## config.mk

```make
export PLATFORM = sky130hd
export DESIGN_NAME = dft_frame_ctrl
export DESIGN_NICKNAME = d
export VERILOG_FILES = /design/src/rtl/dft_ctrl_pkg.sv /design/src/rtl/dft_frame_ctrl.sv
export SDC_FILE = /design/constraint.sdc
export NUM_CORES = 1
export LEC_CHECK = 0
export ABC_CLOCK_PERIOD_IN_PS = 5920
export BUFFER_PORTS_ARGS = -buffer_cell sky130_fd_sc_hd__clkbuf_2
export CORE_MARGIN = 3
export CORE_UTILIZATION = 29
export CTS_CLUSTER_DIAMETER = 40
export DETAILED_ROUTE_END_ITERATION = 8
export SETUP_SLACK_MARGIN = 0.5
export SKIP_LAST_GASP = 1
export SLEW_MARGIN = 5
export SYNTH_ARGS = -nofsm -noshare
export SYNTH_HDL_FRONTEND = slang
export SYNTH_SLANG_ARGS = --single-unit
```

## constraint.sdc

```tcl
create_clock -name clk -period 5.92 [get_ports clk]
set_input_delay 1.48 -clock clk [delete_from_list [all_inputs] [get_ports clk]]
set_output_delay 1.48 -clock clk [all_outputs]
set_load 0.02 [all_outputs]
```

## src/rtl/dft_ctrl_pkg.sv

```systemverilog
// Shared definitions for the DFT frame controller: FSM state encoding and
// the default width of the frame-length / point counters.
package dft_ctrl_pkg;

    localparam int unsigned LEN_W_DEF = 10;

    typedef enum logic [1:0] {
        IDLE     = 2'd0,
        RUN      = 2'd1,
        DRAIN    = 2'd2,
        WAIT_DFT = 2'd3
    } state_t;

endpackage

```

## src/rtl/dft_frame_ctrl.sv

```systemverilog
// DFT frame controller: accepts a frame request, forwards 2*len raw samples
// to the 2:1 averaging stage, counts the averaged points coming back, flags
// the last point to the DFT core and reports completion once the core is done.
module dft_frame_ctrl
    import dft_ctrl_pkg::*;
#(
    parameter int unsigned DATA_W = 12,
    parameter int unsigned LEN_W  = LEN_W_DEF
) (
    input  logic              clk,
    input  logic              rst,
    input  logic              start,
    input  logic              abort,
    input  logic [LEN_W-1:0]  cfg_len,
    input  logic [DATA_W-1:0] adc_data,
    input  logic              adc_valid,
    output logic [DATA_W-1:0] pre_data,
    output logic              pre_valid,
    output logic              pre_rst,
    input  logic              pre_out_valid,
    input  logic              dft_ready,
    output logic              dft_start,
    output logic              dft_last,
    input  logic              dft_done,
    output logic              busy,
    output logic              done,
    output logic              err_cfg,
    output logic              err_ovf,
    output logic [LEN_W-1:0]  pt_cnt
);

    state_t           state;
    state_t           state_nxt;
    logic [LEN_W-1:0] len_q;
    logic [LEN_W:0]   in_cnt;
    logic [LEN_W:0]   in_cnt_nxt;
    logic [LEN_W-1:0] pt_cnt_nxt;
    logic             in_frame;
    logic             start_ok;
    logic             start_bad;
    logic             sample_take;
    logic             sample_drop;
    logic             pt_take;
    logic             frame_end;
    logic             in_full;

    // Qualified events; abort overrides every other action in its cycle.
    always_comb begin
        in_frame    = (state == RUN) || (state == DRAIN);
        start_ok    = (state == IDLE) && start && !abort && (cfg_len != '0);
        start_bad   = (state == IDLE) && start && !abort && (cfg_len == '0);
        sample_take = (state == RUN) && adc_valid && dft_ready && !abort;
        sample_drop = (state == RUN) && adc_valid && !dft_ready && !abort;
        pt_take     = in_frame && pre_out_valid && (pt_cnt < len_q) && !abort;
        in_cnt_nxt  = in_cnt + 1'b1;
        pt_cnt_nxt  = pt_cnt + 1'b1;
        frame_end   = pt_take && (pt_cnt_nxt == len_q);
        in_full     = sample_take && (in_cnt_nxt == {len_q, 1'b0});
    end

    // State register.
    always_ff @(posedge clk or posedge rst) begin
        if (rst) begin
            state <= IDLE;
        end else begin
            state <= state_nxt;
        end
    end

    // Next-state logic; the last point ends the frame even if input is still filling.
    always_comb begin
        state_nxt = state;
        if (abort) begin
            state_nxt = IDLE;
        end else begin
            unique case (state)
                IDLE:     if (start_ok) state_nxt = RUN;
                RUN: begin
                    if (frame_end)    state_nxt = WAIT_DFT;
                    else if (in_full) state_nxt = DRAIN;
                end
                DRAIN:    if (frame_end) state_nxt = WAIT_DFT;
                WAIT_DFT: if (dft_done)  state_nxt = IDLE;
                default:  state_nxt = IDLE;
            endcase
        end
    end

    // State-decoded outputs.
    always_comb begin
        busy     = (state != IDLE);
        dft_last = in_frame && (pt_cnt == len_q - 1'b1);
    end

    // Frame datapath, counters and registered pulses.
    always_ff @(posedge clk or posedge rst) begin
        if (rst) begin
            pre_data  <= '0;
            pre_valid <= 1'b0;
            pre_rst   <= 1'b0;
            dft_start <= 1'b0;
            done      <= 1'b0;
            err_cfg   <= 1'b0;
            err_ovf   <= 1'b0;
            pt_cnt    <= '0;
            len_q     <= '0;
            in_cnt    <= '0;
        end else begin
            pre_valid <= sample_take;
            pre_rst   <= start_ok || abort;
            dft_start <= start_ok;
            err_cfg   <= start_bad;
            done      <= (state == WAIT_DFT) && dft_done && !abort;
            if (sample_take) begin
                pre_data <= adc_data;
            end
            if (start_ok) begin
                len_q   <= cfg_len;
                in_cnt  <= '0;
                pt_cnt  <= '0;
                err_ovf <= 1'b0;
            end else begin
                if (sample_take) begin
                    in_cnt <= in_cnt_nxt;
                end
                if (sample_drop) begin
                    err_ovf <= 1'b1;
                end
                if (pt_take) begin
                    pt_cnt <= pt_cnt_nxt;
                end
            end
        end
    end

endmodule

```

==> reports/metrics.cfg <==
[global_route]
grt_pass1_vias=3009
antenna_found_initial=0
grt_max_degree=52
grt_usage=0.136
grt_pass1_wl_mm=14.5
grt.overflow.total=0

[clocking]
cts_hold_buffers=0
cts_setup_buffers=0
worst_skew_pair.late_latency_ps=300
cts-buffers-inserted=5
cts_tree=yes
cts_htree_levels=2
clockBufferDepth=2
cts-root-buf=clkbuf_16
clkTransAtPathRegs_ps=70
cts_resized=0
cts_sinks=51

[power_and_ir_drop]
sequentialPowerShare=0.363
p_switching_mw=0.663
powerDensity_nw_per_um2=392
p_clk_frac=0.199
vdd_drop_max_mv=0.207
combPwrFrac=0.439
p_sw_frac=0.433
intPower_mw=0.869
total_leakage_power_nw=1.81
power.total_mw=1.53

[sta]
setup_violations=0
hold_violations=0
rsz0062_at_grt=no
fin_tns_setup_ps=0
finalClockSkew_ps=4.31
slew_headroom=0.267
layout_worst_path_cycle_share=0.668
hold_ws_ps=476
slew_violations=0
period_needed_ps=3960
fmax_ghz=0.253
layout_setup_ws_ps=1960
worstMarginPinSlew_ps=1090

[synth]
synth_ff_type=dfrtp_1
yosys_warnings=0
yosysMostFrequentCell=nand2_1
ys_top_cells_by_count=77 x nand2_1, 51 x dfrtp_1, 27 x nor2_1
synth-edff-count=0
netlist.area_leader.share=0.377
synthArstFlopShare=1.00
synthTopCellsByArea=dfrtp_1 38%, nand2_1 8.5%, ha_1 6.3%
synthCells=400
yosysTopAreaCell=dfrtp_1
avgSynthCellArea_um2=8.46
ys_seq_elements=51
synth-seq-area-share=0.377
ys_types=60
synth_fp_nets=447
syn-cell-area_um2=3390

[run]
cap_viol_max_count=0

[layout]
area_delta_synth_final_pct=15.4
multi_input_comb_area_um2=1920
final_core_util=0.351
fillers=1191
nets=491
antenna_cells=0
seqCellArea_um2=1280
drive_gt1_frac=0.189

[critical_path]
worst-path-buf-inv=2
critPathMaxStageDelay_ps=450
cp_slowest_cell=dfrtp_1
worstPathCellList=inv_1 -> ha_1 -> nor2b_1 -> nand3_1 -> xnor2_1 -> nor2_1 -> a21oi_1 -> o22ai_1 -> and3_1 -> clkbuf_2
start_kind=flip-flop
required_ps=4440
critical_path.max_fanout=6
cp_data_arrival_time_ps=2480
path_class=flip-flop to primary output
crit_path_end_kind=primary output
path_delay_family=simple AND/OR/NAND/NOR gates

[floorplan]
design.core.area_um2=11100
fp.dieW_um=114
dieHeight_um=114
start_util=0.304
die-area_um2=13000
rows=38
pin_count=60

[run_status]
status=finished clean

[place]
dp_slack_ps=2230
gp_congestion=0.848
hpwl_mm=6.32
io_buffers=59

[routing]
drcViolationCount=0
vias_per_cell=5.08
wl_per_cell_um=14.5
postRouteAntennaNets=0
route.vias.total=2972
routed_wl_mm=8.48
first_pass_iters=6
drtIter0Drc=96

[min_path]
hold_path.class=flip-flop to flip-flop

==> layer usage <==
metal / wire length [um] / track usage
met1: 3930 / 0.181
met2: 4030 / 0.227
met3: 402 / 0.0296
met4: 111 / 0.0348
met5: 0 / 0
==> power by group through the flow <==
stage,combinational (mW),clock [mW],sequential [mW]
6_report,0.672,0.304,0.556
3_5_place_dp,0.669,0,0.562
2_1_floorplan,0.478,0,0.562
4_1_cts,0.673,0.314,0.555
3_3_place_gp,0.653,0,0.557
5_1_grt,0.757,0.327,0.571
==> kinds of logic after synthesis <==
group	Yosys count	share of synthesized area
and+or+nand+nor	178	0.256
muxes	4	0.0118
buffers and inverters	45	0.0588
AOI/OAI and AO/OA	66	0.133
adders and majority gates	17	0.0628
DFF	51	0.377
xor gates and xnor gates	39	0.101
==> layout by cell type, fill, tap and decap left out, types with 2 or more instances in the layout <==
cell	instances
o41ai_2	2
nand3_1	11
o22ai_1	2
o31ai_1	2
a211oi_1	3
xnor2_1	21
nand4b_1	3
nand4_1	13
nor4_1	5
nor2_1	27
o211ai_1	3
o211a_1	2
nor2b_1	3
clkbuf_2	59
and3_1	4
or2_2	2
o21ai_0	22
clkbuf_16	5
ha_1	17
dfrtp_1	51
nor3_1	11
nand2_1	77
or3_1	6
clkinv_4	2
inv_2	3
nand2b_1	4
mux2i_1	4
xor2_1	18
a21oi_1	14
nor4b_1	2
inv_1	19
==> worst paths after layout <==
path,cells past startpoint,end,slack (ps),startpoint
setup / recovery,10,dft_last,1960,len_q[1]
hold / removal,2,pre_data[5],480,pre_data[5]
setup reg to reg,8,state[0],2850,len_q[3]
hold reg to reg,2,pre_data[5],480,pre_data[5]
max in group asynchronous,2,pt_cnt[5],3820,rst
min in group asynchronous,2,pre_data[4],1430,rst
==> tightest hold or removal path, stage by stage, from the launching register on <==
cell	delay, ps
dfrtp_1	340
nand2_1	50
nand2_1	60
==> flip-flops by register name (all words and copies together), names as in the netlist, 2 cells and up <==
register and cells:
pre_data 12, len_q 10, state 2, pt_cnt 10, in_cnt 11
==> through the flow <==
| stage | std cells | instance area (um2) |
|---|---|---|
| 4_1_cts | 585 | 3910 |
| 3_3_place_gp | 577 | 3750 |
| 5_1_grt | 585 | 3910 |
| 6_report | 585 | 3910 |
| 2_1_floorplan | 400 | 3390 |
| 3_5_place_dp | 577 | 3750 |
==> final cells by class <==
cell class / count / share of cell area
repair buffers: 60 / 0.0775
flip-flops and latches: 51 / 0.327
multi-input cells: 304 / 0.491
clock inverters: 3 / 0.00736
well taps: 140 / 0.0448
inverters: 22 / 0.0211
clock buffers: 5 / 0.0320
Note: power is estimated with default switching activity, not from simulation.
